`config.mk`:
```
export PLATFORM = sky130hd
export DESIGN_NAME = rf_cmd_sequencer_flat
export DESIGN_NICKNAME = d
export VERILOG_FILES = /design/src/rtl/rf_cmd_sequencer_if.sv /design/src/rtl/rf_cmd_sequencer.sv /design/src/flat_wrapper.sv
export SDC_FILE = /design/constraint.sdc
export NUM_CORES = 1
export LEC_CHECK = 0
export ABC_AREA = 1
export BUFFER_PORTS_ARGS = -buffer_cell sky130_fd_sc_hd__buf_4
export CORE_MARGIN = 8
export CORE_UTILIZATION = 47
export DETAILED_ROUTE_END_ITERATION = 8
export PLACE_DENSITY = 0.73
export SYNTH_ARGS = -nofsm -noshare
export SYNTH_HDL_FRONTEND = slang
export SYNTH_SLANG_ARGS = --single-unit
```
`constraint.sdc`:
```
create_clock -name clk -period 4.3 [get_ports clk]
set_clock_uncertainty 0.1 [all_clocks]
set_input_delay 0.86 -clock clk [delete_from_list [all_inputs] [get_ports clk]]
set_output_delay 0.86 -clock clk [all_outputs]
set_load 0.02 [all_outputs]
```
`src/rtl/rf_cmd_sequencer_if.sv`:
```
// Command, register-file, ALU and response signals of the command sequencer.
// slave is the sequencer side; master is the host / datapath environment side.
interface rf_cmd_sequencer_if #(
  parameter int AW  = 5,
  parameter int DW  = 32,
  parameter int OPW = 4
);
  logic           cmd_valid;
  logic           cmd_ready;
  logic [OPW-1:0] cmd_op;
  logic [AW-1:0]  cmd_rs1;
  logic [AW-1:0]  cmd_rs2;
  logic [AW-1:0]  cmd_rd;
  logic           cmd_we;

  logic [AW-1:0]  r1_addr;
  logic [AW-1:0]  r2_addr;
  logic [DW-1:0]  r1_out;
  logic [DW-1:0]  r2_out;

  logic [OPW-1:0] alu_op;
  logic [DW-1:0]  ALU_A;
  logic [DW-1:0]  ALU_B;
  logic [DW-1:0]  ALU_OUT;

  logic [AW-1:0]  r3_addr;
  logic           r3_we;
  logic [DW-1:0]  r3_in;

  logic           rsp_valid;
  logic [DW-1:0]  rsp_data;
  logic [AW-1:0]  rsp_rd;
  logic           busy;

  modport slave (
    input  cmd_valid, cmd_op, cmd_rs1, cmd_rs2, cmd_rd, cmd_we,
    input  r1_out, r2_out, ALU_OUT,
    output cmd_ready, r1_addr, r2_addr, alu_op, ALU_A, ALU_B,
    output r3_addr, r3_we, r3_in, rsp_valid, rsp_data, rsp_rd, busy
  );

  modport master (
    output cmd_valid, cmd_op, cmd_rs1, cmd_rs2, cmd_rd, cmd_we,
    output r1_out, r2_out, ALU_OUT,
    input  cmd_ready, r1_addr, r2_addr, alu_op, ALU_A, ALU_B,
    input  r3_addr, r3_we, r3_in, rsp_valid, rsp_data, rsp_rd, busy
  );
endinterface

```
`src/rtl/rf_cmd_sequencer.sv`:
```
// Buffers register-to-register commands in a FIFO and runs each through a fixed
// IDLE/READ/EXEC/WRITE schedule (4 cycles per command); cmd_ready = count < DEPTH.
module rf_cmd_sequencer #(
  parameter int DEPTH = 4,
  parameter int AW    = 5,
  parameter int DW    = 32,
  parameter int OPW   = 4
) (
  input  logic               clk,
  input  logic               rst,
  rf_cmd_sequencer_if.slave  bus
);

  localparam int PW = $clog2(DEPTH);
  localparam logic [PW:0] DEPTH_C = DEPTH[PW:0];

  typedef struct packed {
    logic [OPW-1:0] op;
    logic [AW-1:0]  rs1;
    logic [AW-1:0]  rs2;
    logic [AW-1:0]  rd;
    logic           we;
  } cmd_t;

  typedef enum logic [1:0] {IDLE, READ, EXEC, WRITE} state_t;

  cmd_t          fifo_mem [DEPTH];
  logic [PW-1:0] wr_ptr;
  logic [PW-1:0] rd_ptr;
  logic [PW:0]   count;
  cmd_t          cmd_in;
  cmd_t          cur;
  logic          push;
  logic          pop;
  state_t        state;
  state_t        state_nxt;

  // Ready looks only at occupancy, so a full FIFO refuses even on a pop cycle.
  assign bus.cmd_ready = (count < DEPTH_C);
  assign push          = bus.cmd_valid & bus.cmd_ready;
  assign bus.busy      = (state != IDLE) || (count != '0);

  assign cmd_in.op  = bus.cmd_op;
  assign cmd_in.rs1 = bus.cmd_rs1;
  assign cmd_in.rs2 = bus.cmd_rs2;
  assign cmd_in.rd  = bus.cmd_rd;
  assign cmd_in.we  = bus.cmd_we;

  always_comb begin
    state_nxt = state;
    pop       = 1'b0;
    case (state)
      IDLE: begin
        if (count != '0) begin
          pop       = 1'b1;
          state_nxt = READ;
        end
      end
      READ:    state_nxt = EXEC;
      EXEC:    state_nxt = WRITE;
      WRITE:   state_nxt = IDLE;
      default: state_nxt = IDLE;
    endcase
  end

  always_ff @(posedge clk) begin
    if (rst) begin
      state <= IDLE;
    end else begin
      state <= state_nxt;
    end
  end

  always_ff @(posedge clk) begin
    if (!rst && push) begin
      fifo_mem[wr_ptr] <= cmd_in;
    end
  end

  always_ff @(posedge clk) begin
    if (rst) begin
      wr_ptr <= '0;
      rd_ptr <= '0;
      count  <= '0;
    end else begin
      if (push) wr_ptr <= wr_ptr + 1'b1;
      if (pop)  rd_ptr <= rd_ptr + 1'b1;
      case ({push, pop})
        2'b10:   count <= count + 1'b1;
        2'b01:   count <= count - 1'b1;
        default: count <= count;
      endcase
    end
  end

  // Operand/result registers hold between commands; only r3_we and rsp_valid pulse.
  always_ff @(posedge clk) begin
    if (rst) begin
      cur           <= '0;
      bus.r1_addr   <= '0;
      bus.r2_addr   <= '0;
      bus.alu_op    <= '0;
      bus.ALU_A     <= '0;
      bus.ALU_B     <= '0;
      bus.r3_addr   <= '0;
      bus.r3_in     <= '0;
      bus.r3_we     <= 1'b0;
      bus.rsp_valid <= 1'b0;
      bus.rsp_data  <= '0;
      bus.rsp_rd    <= '0;
    end else begin
      bus.r3_we     <= 1'b0;
      bus.rsp_valid <= 1'b0;
      case (state)
        IDLE: begin
          if (pop) begin
            cur         <= fifo_mem[rd_ptr];
            bus.r1_addr <= fifo_mem[rd_ptr].rs1;
            bus.r2_addr <= fifo_mem[rd_ptr].rs2;
          end
        end
        READ: begin
          bus.ALU_A  <= bus.r1_out;
          bus.ALU_B  <= bus.r2_out;
          bus.alu_op <= cur.op;
        end
        EXEC: begin
          bus.r3_addr   <= cur.rd;
          bus.r3_in     <= bus.ALU_OUT;
          bus.r3_we     <= cur.we;
          bus.rsp_valid <= 1'b1;
          bus.rsp_data  <= bus.ALU_OUT;
          bus.rsp_rd    <= cur.rd;
        end
        default: begin
        end
      endcase
    end
  end

endmodule

```
`src/flat_wrapper.sv`:
```
// flat-port wrapper written by rule: the top's interface ports become plain ports
module rf_cmd_sequencer_flat 
#(
  parameter int DEPTH = 4,
  parameter int AW    = 5,
  parameter int DW    = 32,
  parameter int OPW   = 4
)
  (clk, rst, bus_cmd_valid, bus_cmd_op, bus_cmd_rs1, bus_cmd_rs2, bus_cmd_rd, bus_cmd_we, bus_r1_out, bus_r2_out, bus_ALU_OUT, bus_cmd_ready, bus_r1_addr, bus_r2_addr, bus_alu_op, bus_ALU_A, bus_ALU_B, bus_r3_addr, bus_r3_we, bus_r3_in, bus_rsp_valid, bus_rsp_data, bus_rsp_rd, bus_busy);
  rf_cmd_sequencer_if #(.AW(AW), .DW(DW), .OPW(OPW)) bus_i ();
  input  logic clk;
  input  logic rst;
  input wire logic [$bits(bus_i.cmd_valid)-1:0] bus_cmd_valid;
  input wire logic [$bits(bus_i.cmd_op)-1:0] bus_cmd_op;
  input wire logic [$bits(bus_i.cmd_rs1)-1:0] bus_cmd_rs1;
  input wire logic [$bits(bus_i.cmd_rs2)-1:0] bus_cmd_rs2;
  input wire logic [$bits(bus_i.cmd_rd)-1:0] bus_cmd_rd;
  input wire logic [$bits(bus_i.cmd_we)-1:0] bus_cmd_we;
  input wire logic [$bits(bus_i.r1_out)-1:0] bus_r1_out;
  input wire logic [$bits(bus_i.r2_out)-1:0] bus_r2_out;
  input wire logic [$bits(bus_i.ALU_OUT)-1:0] bus_ALU_OUT;
  output wire logic [$bits(bus_i.cmd_ready)-1:0] bus_cmd_ready;
  output wire logic [$bits(bus_i.r1_addr)-1:0] bus_r1_addr;
  output wire logic [$bits(bus_i.r2_addr)-1:0] bus_r2_addr;
  output wire logic [$bits(bus_i.alu_op)-1:0] bus_alu_op;
  output wire logic [$bits(bus_i.ALU_A)-1:0] bus_ALU_A;
  output wire logic [$bits(bus_i.ALU_B)-1:0] bus_ALU_B;
  output wire logic [$bits(bus_i.r3_addr)-1:0] bus_r3_addr;
  output wire logic [$bits(bus_i.r3_we)-1:0] bus_r3_we;
  output wire logic [$bits(bus_i.r3_in)-1:0] bus_r3_in;
  output wire logic [$bits(bus_i.rsp_valid)-1:0] bus_rsp_valid;
  output wire logic [$bits(bus_i.rsp_data)-1:0] bus_rsp_data;
  output wire logic [$bits(bus_i.rsp_rd)-1:0] bus_rsp_rd;
  output wire logic [$bits(bus_i.busy)-1:0] bus_busy;
  assign bus_i.cmd_valid = bus_cmd_valid;
  assign bus_i.cmd_op = bus_cmd_op;
  assign bus_i.cmd_rs1 = bus_cmd_rs1;
  assign bus_i.cmd_rs2 = bus_cmd_rs2;
  assign bus_i.cmd_rd = bus_cmd_rd;
  assign bus_i.cmd_we = bus_cmd_we;
  assign bus_i.r1_out = bus_r1_out;
  assign bus_i.r2_out = bus_r2_out;
  assign bus_i.ALU_OUT = bus_ALU_OUT;
  assign bus_cmd_ready = bus_i.cmd_ready;
  assign bus_r1_addr = bus_i.r1_addr;
  assign bus_r2_addr = bus_i.r2_addr;
  assign bus_alu_op = bus_i.alu_op;
  assign bus_ALU_A = bus_i.ALU_A;
  assign bus_ALU_B = bus_i.ALU_B;
  assign bus_r3_addr = bus_i.r3_addr;
  assign bus_r3_we = bus_i.r3_we;
  assign bus_r3_in = bus_i.r3_in;
  assign bus_rsp_valid = bus_i.rsp_valid;
  assign bus_rsp_data = bus_i.rsp_data;
  assign bus_rsp_rd = bus_i.rsp_rd;
  assign bus_busy = bus_i.busy;
  rf_cmd_sequencer #(.DEPTH(DEPTH), .AW(AW), .DW(DW), .OPW(OPW)) u_core (.clk(clk), .rst(rst), .bus(bus_i));
endmodule
```
==> results, run 1 <==
- The dominant cell type by area after synthesis is dfxtp_1.
- The share of total power dissipated in sequential elements is 0.363.
- The number of CTS-inserted buffers is 23.
- The DRC violation count after routing is 0.
- The number of filler cells placed in the layout is about 1600.
- Leaving out filler cells and counting taps, the final layout contains 1469.
- STA classifies the critical path endpoint as an output pin.
- The number of slew-limit violations in the final report is 0.
- The worst hold slack is 0.346 ns.
- The floorplan core area is 18000 um^2.
- Dividing the synthesized area by the synthesized cell count gives between 8 and 9 um^2.
- Headroom to the max-slew limit came out at 0.244.
- The estimated wirelength of the detail-placed design is 16.0 mm.
- The max-cap violation count is 0.
- The number of failing hold endpoints at the final stage is 0.
- The number of nets in the synthesized netlist is approximately 1100.
- The post-layout minimum cycle time is ~2.5 ns.
- The number of stages on the worst setup path is 4.
- In the global route stage, overall resource usage came out at 0.187.
- The fraction of power consumed by the clock network is 0.260.
- The path class of the lowest-slack min-delay path is reg2reg.
- For this design, the sink count on the clock tree is between 200 and 250.
- The floorplan step set the die height to 152 um.
- Static timing analysis puts the maximum clock frequency at a little under 400 MHz.
- Of the cells placed in the final design, the portion with a size suffix greater than 1 is 0.270.
- The total congestion overflow is 0.
- Synthesis produced roughly 1000 cells.
- Among all stages on the critical path, the largest delay is contributed by dfxtp_1.
- The number of antenna violations at the first check in global routing was 0.
- For this block, the routed nets add up to between 20 and 25 mm of wire.
- STA classifies the critical path startpoint as a register.
- The final-report setup violation count is 0.
- The clock latency on the worst-skew pair is about 0.5 ns.
- At the end of the flow the core is filled with cells to 0.628.
- In this run the clock root is driven by a clkbuf_16.
- The initial standard-cell utilization of the core is 0.481.
- Setup repair after global routing left no endpoint under its margin.
- TritonCTS built the clock tree.
- For this run, asynchronously set or reset flops after synthesis account for 0.
- The count of TritonRoute iterations in the first routing pass is 4.
- At the end of routability-driven placement, the weighted congestion stood at between 0.7 and 0.8.
- Dividing the detail-routed via count by the number of cells gives about 4.7.
- In the finished design, the share of the clock period the worst path needs comes to 0.588.
- The critical path goes through inv_1 > ha_1 > nand3_1 > buf_4.
- The run finished with clean final reports.
- In the post-synthesis netlist, the biggest area contributors are dfxtp_1, edfxtp_1, nor2_1.
- In this run the deepest clock path goes through 3 buffers.
- For hold timing, the worst endpoint is u_core.bus.r3_we.
- The reg-to-reg setup timing slack is 1.99 ns.
- The final net count is between 1000 and 1500.
- The data required time of the critical path is between 3 and 4 ns.
- Once the clock tree was built, the setup fixing pass inserted 0 buffers.
- Entering global routing, the biggest net connects 73 pins.
- After clock tree synthesis, the clock-pin slew on the worst setup and hold paths is roughly 0.060 ns.
- The die is 152 um wide.
- At the worst endpoint, the arrival time is 1.57 ns.
- The detail route stage leaves a number of antenna-violating nets equal to 0.
- The synthesis warning total is 0.
- The sum of buffers and inverters on the critical path is 2.
- The share of total power dissipated in combinational logic is 0.377.
- The highest net fanout along the worst path is 4.
- The critical path's largest stage delay is around 0.32 ns.
- The synthesized netlist occupies a cell area of around 8700 um^2.
- The post-cts gate resize count is 0.
- The number of DRC markers after the initial detailed-route iteration is around 370.
- The number of placed instances, taps included, is 1429.
- By count the netlist is led by nor2_1, nand2_1, dfxtp_1.
- The layout overhead on the synthesized area is 30.4%.
- The wire length of the first global-routing pass is 35.7 mm.
- In this run the number of H-tree levels came out at 1.
- The I/O pin total is about 280.
- The endpoint of the worst register-to-register path is u_core.count[2].
- The number of core rows is 49.
- The reported leakage power is approximately 5.5 nW.
- The number of register bits inferred by synthesis is roughly 220.
- Across the VDD grid, the largest voltage drop is 0.000498 V.
- For this run, the register share of the synthesized area comes to 0.591.
- The cell-internal power is 0.00502 W.
- The most common cell in the synthesized netlist is nor2_1.
- For the pin with the worst max-slew slack, the measured transition is roughly 1.1 ns.
- Dividing the detail-routed wire length by the instance count gives 15.4 um.
- During placement, the flow inserted port buffers numbering 274.
- The worst setup path is of the reg2out kind.
- Of the total power, the share spent switching nets is 0.370.
- The number of enable-type register cells in the synthesized netlist is 80.
- The number of library cell types mapped by synthesis is 23.
- After routing, the total negative slack on setup checks comes to 0 ns.
- The number of global-route vias before repair came to around 6600.
- The hold buffer count at cts is 0.
- The analysis attributes to net switching a power of just under 0.003 W.
- The detailed-route via count is just under 7000.
- Of the post-synthesis cell area, the dominant cell type holds 0.314.
- The final antenna diode count is 0.
- The depth of the worst register-to-register path is 13.
- In this design, the largest share of critical-path delay is due to buffers and inverters.
- The area enclosed by the die boundary is roughly 23000 um^2.
- In this run the critical register-to-register path is launched from u_core.state[0].
- The prevailing post-synth register cell is dfxtp_1.
- The power density normalized to cell area is slightly above 700 nW/um^2.
- The cell depth of the worst hold path is 2.
- In this run the most critical hold path is launched from u_core.cur[0].
==> power by group through the flow <==
stage	clock (W)	combinational, W	sequential [W]
after floorplan	0	0.00154	0.00336
after global placement	0	0.00298	0.00292
after detailed placement	0	0.00303	0.00293
after CTS	0.00212	0.00304	0.00289
after global routing	0.00220	0.00329	0.00295
final	0.00207	0.00300	0.00289
==> worst min-delay path, stage by stage (launching register included) <==
cell and delay (ns):
dfxtp_1 0.30, inv_1 0.06, nor3_1 0.04
==> stage by stage <==
stage                     cell area (um^2)  worst slack (ns)  total power [W]
after global placement               10500              1.69          0.00591
after floorplan                       8680              1.74          0.00490
after global routing                 11300              1.61          0.00844
after CTS                            11300              1.75          0.00805
final                                11300              1.77          0.00797
after detailed placement             10500              1.62          0.00596
==> metal layers <==
metal  up-vias  routed length (um)  part of all wire  track usage
li1       3534                   -                 -            -
met1      3156                9420              0.42        0.217
met2       197               11400              0.50        0.337
met3        32                1260             0.056       0.0401
met4         0                 561             0.025       0.0552
met5         -                   0                 0            0
==> kinds of logic after synthesis <==
kind of cell / count (synthesis) / synth area share
AND/OR/NAND/NOR: 443 / 0.200
AO/OA/AOI/OAI: 126 / 0.0727
adder cells (fa/ha/maj): 10 / 0.0153
flip-flops: 216 / 0.591
buffers and inverters: 211 / 0.122
==> cells in the final DEF, fill, tap and decap left out, types with 2 or more instances in the layout <==
cell type and instances:
inv_2 3, buf_4 284, clkinv_2 5, o21ai_0 109
edfxtp_1 80, dfxtp_1 136, nand2_1 153, clkbuf_8 5
inv_1 116, bufinv_16 4, inv_6 2, clkbuf_16 23
nor2_1 238, a21oi_1 16, nor2_2 5, nand3_1 44
ha_1 8
==> area by class of cell <==
class                           instances  area, um^2  share of cell area
Timing Repair Buffer                  284        2130               0.188
Multi-Input combinational cell        579        2510               0.222
Inverter                              121         460              0.0407
Clock buffer                           29         648              0.0573
Sequential cell                       216        5120               0.453
Tap cell                              229         287              0.0253
Clock inverter                         11         160              0.0141
==> registers in the layout, indices dropped and copies added (netlist names) <==
signal	count
u_core.bus.r3_we	1
u_core.bus.rsp_valid	1
u_core.cur	10
u_core.bus.ALU_B	32
u_core.rd_ptr	2
u_core.wr_ptr	2
u_core.bus.ALU_A	32
u_core.bus.alu_op	4
u_core.bus.rsp_data	32
u_core.count	3
u_core.bus.r1_addr	5
u_core.bus.rsp_rd	5
u_core.state	2
u_core.bus.r2_addr	5
u_core.fifo_mem	80
==> worst max path at each step <==
stage | from | end | slack (ns)
2_1_floorplan | rst | u_core.fifo_mem[0][0] | 1.74
3_3_place_gp | rst | u_core.bus.alu_op[1] | 1.69
3_5_place_dp | rst | u_core.count[0] | 1.62
4_1_cts | u_core.state[0] | bus_busy | 1.75
5_1_grt | u_core.state[1] | bus_busy | 1.61
6_report | u_core.state[0] | bus_busy | 1.77
No activity file was read; power rests on OpenSTA's default activity.
==> inputs of run 2 (changes only) <==
--- a/config.mk
+++ b/config.mk
@@ -5,12 +5,12 @@
 export SDC_FILE = /design/constraint.sdc
 export NUM_CORES = 1
 export LEC_CHECK = 0
-export ABC_AREA = 1
+export ABC_AREA = 0
 export BUFFER_PORTS_ARGS = -buffer_cell sky130_fd_sc_hd__buf_4
 export CORE_MARGIN = 8
 export CORE_UTILIZATION = 47
 export DETAILED_ROUTE_END_ITERATION = 8
-export PLACE_DENSITY = 0.73
+export PLACE_DENSITY = 0.74
 export SYNTH_ARGS = -nofsm -noshare
 export SYNTH_HDL_FRONTEND = slang
 export SYNTH_SLANG_ARGS = --single-unit
==> constraint.sdc (replaced) <==
create_clock -name clk -period 2.6 [get_ports clk]
set_clock_uncertainty 0.1 [all_clocks]
set_input_delay 0.52 -clock clk [delete_from_list [all_inputs] [get_ports clk]]
set_output_delay 0.52 -clock clk [all_outputs]
set_load 0.02 [all_outputs]
==> run 2 against run 1 <==
Compared with the run above:
- via count fell by 23%
- critical path depth did not move
- routed wire length fell by 11%
- sequential cell count did not move
- total power rose by 43%
- worst hold slack got worse by 0.22 ns
- first-iteration DRC count fell by 41%
- area after synthesis fell by 7.1%
- cell count fell by 27%
- synthesized cell count fell by 41%
- sequential power rose by 54%
- largest power group is now registers
- largest cell class unchanged
- sequential share of layout area rose by 2.1 points
==> results, run 2 <==
- The share of post-route cells with drive strength above 1 was 0.403 (+0.133).
- The combinational family with the most area after synthesis is multiplexers.
- The post-route setup TNS is 0 ns (unchanged).
- The depth of the worst register-to-register path is 9 (-4).
- The transition time at the pin with the least slew margin came to 0.765 ns (-0.369 ns).
- The top cell type's share of synthesized area came to 0.338 (+0.0239).
- The most common cell after layout, fill and taps aside is buf_4.
- The cell-internal power is 0.00776 W (+54%).
- The critical path in this run is classified as reg2out.
- Static timing analysis puts the maximum clock frequency at approximately 400 MHz.
- The library cells used most frequently in the layout, excluding fill and tap cells, are buf_4, dfxtp_1, nor2_1.
- The startpoint identified for the worst hold timing path is bus_cmd_rs2[1].
- Ranked by flip-flop count, first place goes to u_core.fifo_mem.
- The number of failing hold endpoints at the final stage is 0 (unchanged).
- The share of the core filled with cells in the final layout came to 0.635 (+0.00653).
- The area of the mapped netlist is 8060 um^2 (-7.1%).
- In the synthesized netlist, the cells that appear most often are dfxtp_1, nor2_1, mux2i_1.
- The clock latency on the worst-skew pair is 0.49 ns (about the same).
- The worst register-to-register path ends at u_core.count[2].
- The power density normalized to cell area is 1050 nW/um^2 (+49%).
- The worst setup slack before clock tree synthesis is 0.278 ns (-1.35 ns).
- The prevailing post-synth register cell is dfxtp_1.
- The post-synthesis average cell area is 13.6 um^2 (+58%).
- The total global-route track usage is 0.179 (-0.00799).
- The share of the synthesized netlist area taken by xor and xnor gates was 0.00543 (+0.00543).
- The synthesized netlist cell count is 593 (-41%).
- The number of library cell types mapped by synthesis is 27 (+17%).
- The DRC violation count after routing is 0 (unchanged).
- The type of element launching the critical path is a register.
- The area enclosed by the die boundary is 21600 um^2 (-6.3%).
- The sort of element at the end of the critical path is an output pin.
- The die boundary height is 147 um (-3.2%).
- The max-cap violation count is 0 (unchanged).
- The initial standard-cell utilization of the core is 0.473 (-0.00868).
- The fraction of power spent switching nets is 0.318 (-0.0520).
- The placer's final routability congestion estimate is 0.791 (+1.7%).
- The estimated wirelength of the detail-placed design came to 14.6 mm (-8.7%).
- Setup repair after global routing left no endpoint under its margin.
- The async set-or-reset flop fraction in the synthesized netlist was 0 (unchanged).
- The portion of the post-synthesis area used by sequential elements is 0.636 (+0.0450).
- The simple-gate share of the synthesized area was 0.0631 (-0.136).
- The number of CTS-inserted buffers is 22 (-4.3%).
- The maximum vdd drop is 0.000713 V (+43%).
- The number of enable-type register cells in the synthesized netlist is 80 (unchanged).
- The detailed-route via count is 5297 (-23%).
- The number of placed instances with taps included is 1034 (-28%).
- The routed length per placed instance came to 18.7 um (+22%).
- The number of H-tree levels was 1 (unchanged).
- The startpoint identified for the worst register-to-register timing path is u_core.state[1].
- The share of the clock period used by the worst path after layout is 0.960.
- The arrival time at the worst endpoint is 1.88 ns (+0.31 ns).
- The tightest min-delay check is of the in2reg type.
- The root buffer selected by CTS is clkbuf_16.
- The synthesized design spends more area on one cell type than any other, namely dfxtp_1.
- The wire length of the first global-routing pass was 31.2 mm (-13%).
- The floorplan core area is 17100 um^2 (-5.4%).
- The final-report setup violation count is 0 (unchanged).
- The routed design could run at a clock period as short as around 2.5 ns.
- The proportion of synthesized area in mux cells is 0.191 (+0.191).
- The worst slew margin relative to its limit is 0.490 (+0.246).
- The sequential group share of total power came to 0.392 (+0.029).
- The number of register bits inferred by synthesis was 216 (unchanged).
- The count of input and output buffers is 274 (unchanged).
- The per-cell via count in the routed design was 4.94 (+4.8%).
- The number of antenna violations at the first check in global routing is 0 (unchanged).
- The number of nets in the synthesized netlist is 722 (-36%).
- The final antenna diode count is 0 (unchanged).
- The number of flip-flops in the largest register came to 80 (unchanged).
- The most common cell in the synthesized netlist is dfxtp_1.
- The number of global-route vias before repair is 5667 (-14%).
- The total congestion overflow is 0 (unchanged).
- The non-filler instance count after layout is 1073 (-27%).
- Sorting the synthesized cells by area gives the leading types as dfxtp_1, edfxtp_1, mux2i_1.
- TritonCTS built the clock tree.
- The cell depth of the worst hold path is 1 (-1).
- The deepest clock path buffer count is 3 (unchanged).
- The pin count of the biggest net entering global routing came to 81 (+11%).
- The worst hold slack is 0.127 ns (-0.219 ns).
- The worst hold path endpoint is u_core.fifo_mem[1][7].
- The synthesis warning total is 0 (unchanged).
- The number of DRC markers after the initial detailed-route iteration came to 221 (-41%).
- The I/O pin total is 275 (unchanged).
- The share of synthesized cell area in full adder, half adder and majority cells is 0.0164 (+0.00116).
- The slack of the critical path is 0.104 ns (-1.67 ns).
- The fraction of power consumed by the clock network is 0.269 (+0.009).
- The area fraction in compound gates after synthesis is 0.0279 (-0.0447).
- The part of the total power dissipated in combinational logic is 0.339 (-0.038).
- The number of routed nets with antenna violations came to 0 (unchanged).
- The data required time of the critical path is 1.98 ns (-1.36 ns).
- The count of TritonRoute iterations in the first routing pass was 4 (unchanged).
- The clock edge transition at the registers on the reported setup and hold paths is 0.06 ns (about the same).
- The flow ran to the end, and the final reports show no timing, DRC or antenna violations.
- The number of clock sinks is 216 (unchanged).
- The switching power of the nets is 0.00361 W (+23%).
- The number of core rows came to 48 (-2.0%).
- The die boundary width is 147 um (-3.2%).
- The number of filler cells placed in the layout is 1299 (-16%).
- The reg-to-reg setup timing slack is 0.27 ns (-1.72 ns).
- The total routed wirelength is 20.1 mm (-11%).
- Compared with the post-synthesis result, the final layout area differs by 34.2%.
- The number of slew-limit violations in the final report came to 0 (unchanged).
- The reported leakage power is 4.56 nW (-18%).
- The final net count is 962 (-29%).
- The highest net fanout along the worst path is 4 (unchanged).
[run 2: final cells by class]
class                   count  area [um^2]  area share
multi-input cells         296         2470       0.229
repair buffers            288         2190       0.202
well taps                 225          282      0.0260
clock inverters             3         17.5     0.00162
inverters                   9         33.8     0.00312
clock buffers              36          704      0.0651
flip-flops and latches    216         5120       0.474
[run 2: worst max path at each step]
stage / endpoint / slack, ns / start
2_1_floorplan: u_core.count[2] / 0.52 / u_core.state[0]
3_3_place_gp: u_core.count[2] / 0.33 / bus_cmd_valid
3_5_place_dp: u_core.count[2] / 0.28 / u_core.state[1]
4_1_cts: bus_busy / 0.01 / u_core.state[1]
5_1_grt: bus_busy / 0.03 / u_core.state[1]
6_report: bus_busy / 0.10 / u_core.state[1]
[run 2: through the flow]
stage	total power [W]	cell area, um^2
2_1_floorplan	0.00706	8060
4_1_cts	0.0115	10800
3_3_place_gp	0.00825	10100
3_5_place_dp	0.00839	10100
6_report	0.0114	10800
5_1_grt	0.0119	10800
[run 2: cells by family after synthesis]
| group | Yosys count |
|---|---|
| buf+inv | 81 |
| flops | 216 |
| xor+xnor | 5 |
| simple gates | 128 |
| fa+ha+maj | 10 |
| mux | 126 |
| compound gates | 27 |
[run 2: power groups by stage]
stage               clock (W)  sequential [W]  combinational, W
floorplan                   0         0.00488           0.00218
global placement            0         0.00448           0.00377
detailed placement          0         0.00452           0.00388
CTS                   0.00314         0.00446           0.00390
global route          0.00327         0.00452           0.00415
finish                0.00305         0.00446           0.00385
[run 2: worst max-delay path: stages (launching register included)]
cell and delay, ns:
dfxtp_1 0.34, inv_1 0.13, ha_1 0.21, or4b_4 0.51, buf_4 0.19
[run 2: metal layers]
metal	wire length, um	track usage	vias to the layer above
met5	0	0	-
met4	476	0.0561	0
met3	1600	0.0544	35
met2	10300	0.322	207
met1	7750	0.198	2531
li1	-	-	2524
[run 2: timing repair]
item | CTS | global route
hold buffers | 0 | 0
setup endpoints to repair | 0 | 1
setup buffers | 0 | 0
gates resized for setup | 0 | 1
